### config.mk
export PLATFORM = sky130hd
export DESIGN_NAME = ysyx_22040237_ifu
export DESIGN_NICKNAME = d
export VERILOG_FILES = /design/src/rtl/ysyx_22040237_ifu_pkg.sv /design/src/rtl/ysyx_22040237_pc_reg.sv /design/src/rtl/ysyx_22040237_ifu.sv
export SDC_FILE = /design/constraint.sdc
export NUM_CORES = 1
export LEC_CHECK = 0
export BUFFER_PORTS_ARGS = -buffer_cell sky130_fd_sc_hd__buf_2
export CAP_MARGIN = 20
export CORE_MARGIN = 2
export CORE_UTILIZATION = 45
export DETAILED_ROUTE_END_ITERATION = 10
export GPL_ROUTABILITY_DRIVEN = 0
export PLACE_DENSITY = 0.78
export SLEW_MARGIN = 0
export SYNTH_ARGS = -nofsm -noshare
export SYNTH_HDL_FRONTEND = slang
export SYNTH_SLANG_ARGS = --single-unit
### constraint.sdc
create_clock -name clk -period 4.32 [get_ports clk]
set_input_delay 0.432 -clock clk [delete_from_list [all_inputs] [get_ports clk]]
set_output_delay 0.432 -clock clk [all_outputs]
set_load 0.01 [all_outputs]
### src/rtl/ysyx_22040237_ifu_pkg.sv
// Shared types and constants for the instruction fetch unit.
package ysyx_22040237_ifu_pkg;

  typedef enum logic [1:0] {
    S_REQ  = 2'd0,
    S_WAIT = 2'd1,
    S_HOLD = 2'd2
  } ifu_state_t;

  localparam logic [31:0] NOP              = 32'h0000_0013;
  localparam logic [63:0] DEFAULT_RESET_PC = 64'h0000_0000_8000_0000;

endpackage

### src/rtl/ysyx_22040237_pc_reg.sv
// Architectural PC: reset load, sequential +4, redirect load with low bits
// cleared, and a one-cycle pulse flagging misaligned redirect targets.
module ysyx_22040237_pc_reg #(
  parameter int                 ADDR_W   = 64,
  parameter logic [ADDR_W-1:0]  RESET_PC = '0
) (
  input  logic              clk,
  input  logic              rst,
  input  logic              inc,
  input  logic              redirect_valid,
  input  logic [ADDR_W-1:0] redirect_pc,
  output logic [ADDR_W-1:0] pc,
  output logic              misalign
);

  always_ff @(posedge clk or posedge rst) begin
    if (rst) begin
      pc       <= RESET_PC;
      misalign <= 1'b0;
    end else begin
      misalign <= redirect_valid && (redirect_pc[1:0] != 2'b00);
      // redirect wins over sequential advance
      if (redirect_valid)
        pc <= {redirect_pc[ADDR_W-1:2], 2'b00};
      else if (inc)
        pc <= pc + ADDR_W'(4);
    end
  end

endmodule

### src/rtl/ysyx_22040237_ifu.sv
// Instruction fetch unit: one outstanding imem fetch, one-entry buffer to IDU.
// Define YSYX_22040237_IFU_PERF_CNT_EN to add fetch/flush counters.
module ysyx_22040237_ifu
  import ysyx_22040237_ifu_pkg::*;
#(
  parameter int                ADDR_W   = 64,
  parameter int                INST_W   = 32,
  parameter logic [ADDR_W-1:0] RESET_PC = ADDR_W'(DEFAULT_RESET_PC)
) (
  input  logic              clk,
  input  logic              rst,
  output logic              imem_req_valid_o,
  input  logic              imem_req_ready_i,
  output logic [ADDR_W-1:0] imem_req_addr_o,
  input  logic              imem_resp_valid_i,
  input  logic [INST_W-1:0] imem_resp_data_i,
  input  logic              redirect_valid_i,
  input  logic [ADDR_W-1:0] redirect_pc_i,
  output logic              inst_valid_o,
  input  logic              inst_ready_i,
  output logic [INST_W-1:0] inst_o,
  output logic [ADDR_W-1:0] pc_o,
  output logic              misalign_o
`ifdef YSYX_22040237_IFU_PERF_CNT_EN
  ,
  output logic [63:0]       fetch_cnt_o,
  output logic [63:0]       flush_cnt_o
`endif
);

  ifu_state_t        state, state_n;
  logic              kill, kill_n;
  logic              capture, flush;
  logic [ADDR_W-1:0] pc;

  ysyx_22040237_pc_reg #(
    .ADDR_W   (ADDR_W),
    .RESET_PC (RESET_PC)
  ) u_pc_reg (
    .clk            (clk),
    .rst            (rst),
    .inc            (state == S_HOLD && inst_ready_i),
    .redirect_valid (redirect_valid_i),
    .redirect_pc    (redirect_pc_i),
    .pc             (pc),
    .misalign       (misalign_o)
  );

  always_ff @(posedge clk or posedge rst) begin
    if (rst) begin
      state <= S_REQ;
      kill  <= 1'b0;
    end else begin
      state <= state_n;
      kill  <= kill_n;
    end
  end

  always_comb begin
    state_n = state;
    kill_n  = kill;
    capture = 1'b0;
    flush   = 1'b0;
    case (state)
      S_REQ: begin
        // a redirect racing the acceptance poisons the fetch just issued
        if (imem_req_ready_i) begin
          state_n = S_WAIT;
          kill_n  = redirect_valid_i;
        end
      end
      S_WAIT: begin
        if (imem_resp_valid_i) begin
          kill_n  = 1'b0;
          flush   = kill || redirect_valid_i;
          capture = !flush;
          state_n = flush ? S_REQ : S_HOLD;
        end else if (redirect_valid_i) begin
          kill_n = 1'b1;
        end
      end
      S_HOLD: begin
        flush = redirect_valid_i;
        if (redirect_valid_i || inst_ready_i) state_n = S_REQ;
      end
      default: state_n = S_REQ;
    endcase
  end

  always_ff @(posedge clk or posedge rst) begin
    if (rst) begin
      inst_o <= INST_W'(NOP);
      pc_o   <= '0;
    end else if (capture) begin
      inst_o <= imem_resp_data_i;
      pc_o   <= pc;
    end
  end

  assign imem_req_valid_o = (state == S_REQ);
  assign imem_req_addr_o  = pc;
  assign inst_valid_o     = (state == S_HOLD);

`ifdef YSYX_22040237_IFU_PERF_CNT_EN
  always_ff @(posedge clk or posedge rst) begin
    if (rst) begin
      fetch_cnt_o <= '0;
      flush_cnt_o <= '0;
    end else begin
      if (inst_valid_o && inst_ready_i && !(&fetch_cnt_o))
        fetch_cnt_o <= fetch_cnt_o + 64'd1;
      if (flush && !(&flush_cnt_o))
        flush_cnt_o <= flush_cnt_o + 64'd1;
    end
  end
`endif

  // only one fetch may be outstanding; a response is legal only while waiting
  a_resp_in_wait: assert property (@(posedge clk) disable iff (rst)
    imem_resp_valid_i |-> state == S_WAIT);

endmodule

# After elaboration in Yosys (flattened, before gate mapping)
# Cells that the tools add are included.
[totals]
out_inout_bits = 163
ff_bits = 164
input_bits = 102
[op_classes]
muxes = 13
reduce_logical = 11
n_eq_ne = 6
n_addsub = 1
[op_table]
columns = ["cell", "n"]
rows = [
  ["64-bit 2-to-1 mux", 2],
  ["64-bit by 3-bit adder with 64-bit output, second input constant", 1],
  ["2-bit 2-to-1 mux", 4],
  ["2-bit one-hot mux with 3 select lines", 1],
  ["3-bit AND reduction", 2],
  ["2-bit nonzero test", 3],
  ["1-bit 2-to-1 mux", 5],
  ["2-bit by 1-bit inequality test with 1-bit output, second input constant", 2],
  ["3-bit inequality test, second input constant", 1],
  ["2-bit by 1-bit equality test with 1-bit output, second input constant", 1],
  ["2-bit equality test, second input constant", 1],
  ["1-bit logical AND", 2],
  ["2-bit logical NOT", 1],
  ["1-bit logical OR", 2],
  ["2-bit inequality test, second input constant", 1],
  ["1-bit one-hot mux with 2 select lines", 1],
  ["1-bit logical NOT", 1],
]

# Depth between registers and ports, before layout
[depth]
depth_word = 4
ltp_mapped = 8
mapped_depth_nobuf = 6

# Modules after synthesis
# Synthesis repeated with hierarchy kept, for this count alone.
[hier_totals]
cells_unflattened = 640
hier_area_um2 = 7482.2
[by_module_without_submodules]
columns = ["module", "cells_per_inst", "n_inst", "area_each_um2", "seq_area_each_um2"]
rows = [
  ["ysyx_22040237_ifu", 222, 1, 3842.4, 2481.1],
  ["ysyx_22040237_pc_reg", 418, 1, 3639.7, 1577.8],
]

# Least setup slack after synthesis
# No wires, ideal clock.
[synth_path]
path_type = "reg2reg"
from = "register u_pc_reg.pc[31]"
to = "register u_pc_reg.pc[57]"
path_stages_with_launch = 7
path_slack_ns = 1.669
period_less_slack_ns = 2.651
path_buffers = 1
setup_ns = 0.082
t_arrival_ns = 2.569
t_required_ns = 4.238
path_cell_list = "dfstp_2 nand4_2 or4_1 or4_1 buf_2 or4_1 a31oi_1"
[synth_via]
elab_chain_cells = 3
[synth_rtl]
columns = ["element", "line", "source"]
rows = [
  ["from (decl)", "ysyx_22040237_pc_reg.sv:12", "output logic [ADDR_W-1:0] pc,"],
  ["from (signal assigned)", "ysyx_22040237_pc_reg.sv:24", "pc <= {redirect_pc[ADDR_W-1:2], 2'b00};"],
  ["from (signal assigned)", "ysyx_22040237_pc_reg.sv:26", "pc <= pc + ADDR_W'(4);"],
  ["64-bit by 3-bit adder with 64-bit output", "ysyx_22040237_pc_reg.sv:26", ""],
  ["64-bit 2-to-1 mux", "ysyx_22040237_pc_reg.sv:25", "else if (inc)"],
  ["64-bit 2-to-1 mux", "ysyx_22040237_pc_reg.sv:23", "if (redirect_valid)"],
]
# No other way between the ends. The select of a mux whose other input is x is not followed.
# A chain may end at the register's enable or synchronous reset.

# Worst setup path after layout
# Same ends and word-level chain as after synthesis.

==> flow_summary_export.csv <==
group,metric,value,unit
status,status,"finished clean",
job,maxCapViolCount,0,
timing,min_period_over_period,66.2,%
clocking,cts_made_buffers,17,
power_and_ir_drop,total_power,5.40,mW
placement,port_buffers,260,
power_and_ir_drop,power.density,566,nW/µm²
placement,postPlaceCellArea,8910,µm²
worst_setup_path,slowest_delay,0.67,ns
power_and_ir_drop,seq_power_share,42.9,%
grt,grt_pass1_vias,6146,
timing,finClkSkew,0.00874,ns
detailed_routing,routed_wl,19.9,mm
synth,synth_commonest_cells,"dfrtp_1, mux2_2, nand2_1",
die,io_pins,265,
clocking,cts_resized,0,
cells_and_area,final_design_area_no_fill,9540,µm²
power_and_ir_drop,peakVddDrop,0.000287,V
timing,rsz0062_at_grt,"false",
grt,grt_max_degree,96,
timing,slew_headroom,42.7,%
synth,synth_cell_types,54,
grt,grt_pass1_wl,32.0,mm
detailed_routing,ant_nets,0,
die,die_y,133,µm
synth,synthTopCellsByArea,"dfrtp_1, mux2_2, o21ai_0",
clocking,htree_levels,4,
placement,dp_worst_setup_slack,1.50,ns
synth,syn_area,7460,µm²
synth,ys_dominant_reg_cell,"dfrtp_1",
power_and_ir_drop,sw_frac_of_total,30.7,%
power_and_ir_drop,clkPwrFrac,29.5,%
power_and_ir_drop,comb_power_share,27.6,%
synth,netlist_instances,688,
synth,async_reset_ff_share,100,%
timing,drv_slew,0,
synth,synth_top_area_share,52.3,%
power_and_ir_drop,switching_power,1.66,mW
cells_and_area,final_cells,1168,
grt,grtUsageTotal,23.0,%
placement,dp_hpwl,14.5,mm
detailed_routing,dr.pass1.iters,6,
detailed_routing,vias_per_cell,5.37,
worst_setup_path,critPathMaxFanout,10,
cells_and_area,drive_above_1_share,42.9,%
timing,fin_ws,1.46,ns
die,row_count,47,
synth,yosys.area.top_type,"dfrtp_1",
detailed_routing,drc,0,
synth,yosysSeqAreaShare,53.7,%
placement,dpl.cell_count,1136,
synth,syn_area_per_cell,10.8,µm²
worst_setup_path,end_kind,"flip-flop",
worst_setup_path,cp_common_cell,"or4_1",
timing,fin_setup_tns,0,ns
timing,timing.fmax,349,MHz
detailed_routing,vias,6273,
worst_setup_path,required,4.67,ns
synth,ys.warnings.count,0,
synth,yosysMostFrequentCell,"dfrtp_1",
cells_and_area,insertedDiodeCount,0,
detailed_routing,drt_iter0_drc,529,
synth,synth_edf_count,0,
clocking,cts_tree,"built",
synth,synth-seq-cells,160,
worst_setup_path,critical_path_class,"reg -> reg",
clocking,cts_sinks,160,
power_and_ir_drop,p_leak,4.38,nW
clocking,clk_pin_slew,0.06,ns
worst_setup_path,crit_chain,"nand4_2, or4_1, or4_1, or4_1, a31oi_1",
clocking,ctsHoldBuffers,0,
timing,setup_viol,0,
worst_setup_path,startpoint_type,"flip-flop",
grt,antenna_found_initial,0,
die,die_w,133,µm
worst_hold_path,hp-class,"in -> async",
cells_and_area,syn_to_final_growth,27.9,%
clocking,cts.path.max_buffers,2,
power_and_ir_drop,p_int,3.74,mW
clocking,post_cts_buffers,0,
worst_setup_path,critPathArrivalTime,3.21,ns
die,dieArea,17600,µm²
die,core,16400,µm²
grt,grt-ovfl-total,0,
timing,worst_slew_pin_slew,0.852,ns
detailed_routing,wl_per_cell,17.0,µm
cells_and_area,nets,1038,
clocking,clkLatencyLatePin,0.43,ns
timing,period_needed,2.86,ns
clocking,cts-root-buf,"clkbuf_16",
die,start_util,45.5,%
worst_setup_path,slowest_stage,"or4_1",
timing,finalHoldViolCount,0,
logic make-up (layout without fill, tap and decap cells):
logic type	count (synthesis)	after routing	synth area share, %
adder cells (fa/ha/maj)	1	1	0.168
multiplexers	89	89	13.4
flip-flops	160	160	53.7
XOR/XNOR	36	36	4.23
AO/OA/AOI/OAI	91	91	7.01
AND/OR/NAND/NOR	253	253	17.8
other	1	4	0.0503
buffers and inverters	57	314	3.64
cell usage in the layout (no fill, tap or decap), types with 4 or more instances in the layout:
master and instances:
o21ai_0 60, and3_1 6, buf_4 6, nor2_1 40, mux2i_1 4, mux2_2 85
xnor2_1 20, nand3_1 31, nand4_1 18, or3_2 5, xor2_1 16, nor3_1 9
or2_2 4, nor4_1 17, inv_1 14, nand2_1 77, dfrtp_1 156, conb_1 4
or3_1 11, a31oi_1 17, dfstp_2 4, clkbuf_16 17, bufinv_16 4, buf_2 260
or4_1 10
worst paths after layout:
kind                                        start              end  slack, ns  cells past startpoint
worst max-delay path              u_pc_reg.pc[31]  u_pc_reg.pc[57]       1.46                      5
worst min-delay path                          rst       inst_o[31]       0.08                      2
worst max register to register    u_pc_reg.pc[31]  u_pc_reg.pc[57]       1.46                      5
worst min register to register           pc_o[51]         pc_o[51]       0.48                      2
max in group asynchronous                     rst         pc_o[53]       3.22                      3
min in group clk                redirect_pc_i[41]  u_pc_reg.pc[41]       0.21                      3
metal layers:
metal,share of wire [%],GRT usage (%),vias up
met2,47,37.3,271
met3,6.9,5.75,33
met4,2.1,8.24,0
met5,0,0,-
met1,44,30.2,3013
li1,-,-,2956
sequential cells by signal (all words and copies together), names as in the netlist:
signal	flops
inst_o	32
kill	1
pc_o	62
state	2
u_pc_reg.misalign	1
u_pc_reg.pc	62
power by group through the flow:
stage	registers, mW	logic, mW	clock network, mW
detailed placement	2.34	1.51	0
floorplan	2.56	0.567	0
global placement	2.32	1.48	0
CTS	2.32	1.51	1.63
finish	2.32	1.49	1.60
global route	2.38	1.62	1.69
layout make-up:
cell class,instances,area [µm²]
Clock buffer,19,443
Clock inverter,13,185
Fill cell,1426,6870
Inverter,15,60.1
Multi-Input combinational cell,474,3200
Sequential cell,160,4010
Tap cell,220,275
Timing Repair Buffer,267,1370
critical path: cells and delay by family (launching register included):
| family | cells | cell delay (ns) |
|---|---|---|
| AOI/OAI and AO/OA | 1 | 0.16 |
| DFF | 1 | 0.58 |
| and+or+nand+nor | 4 | 2.05 |
per-stage QoR:
step,utilization [%],hold slack (ns)
after global placement,54.3,0.458
after detailed placement,54.3,0.466
after global routing,58.1,0.114
after CTS,58.1,0.0955
final,58.1,0.0791
after floorplan,-,0.502
Note: power is estimated with default switching activity, not from simulation.
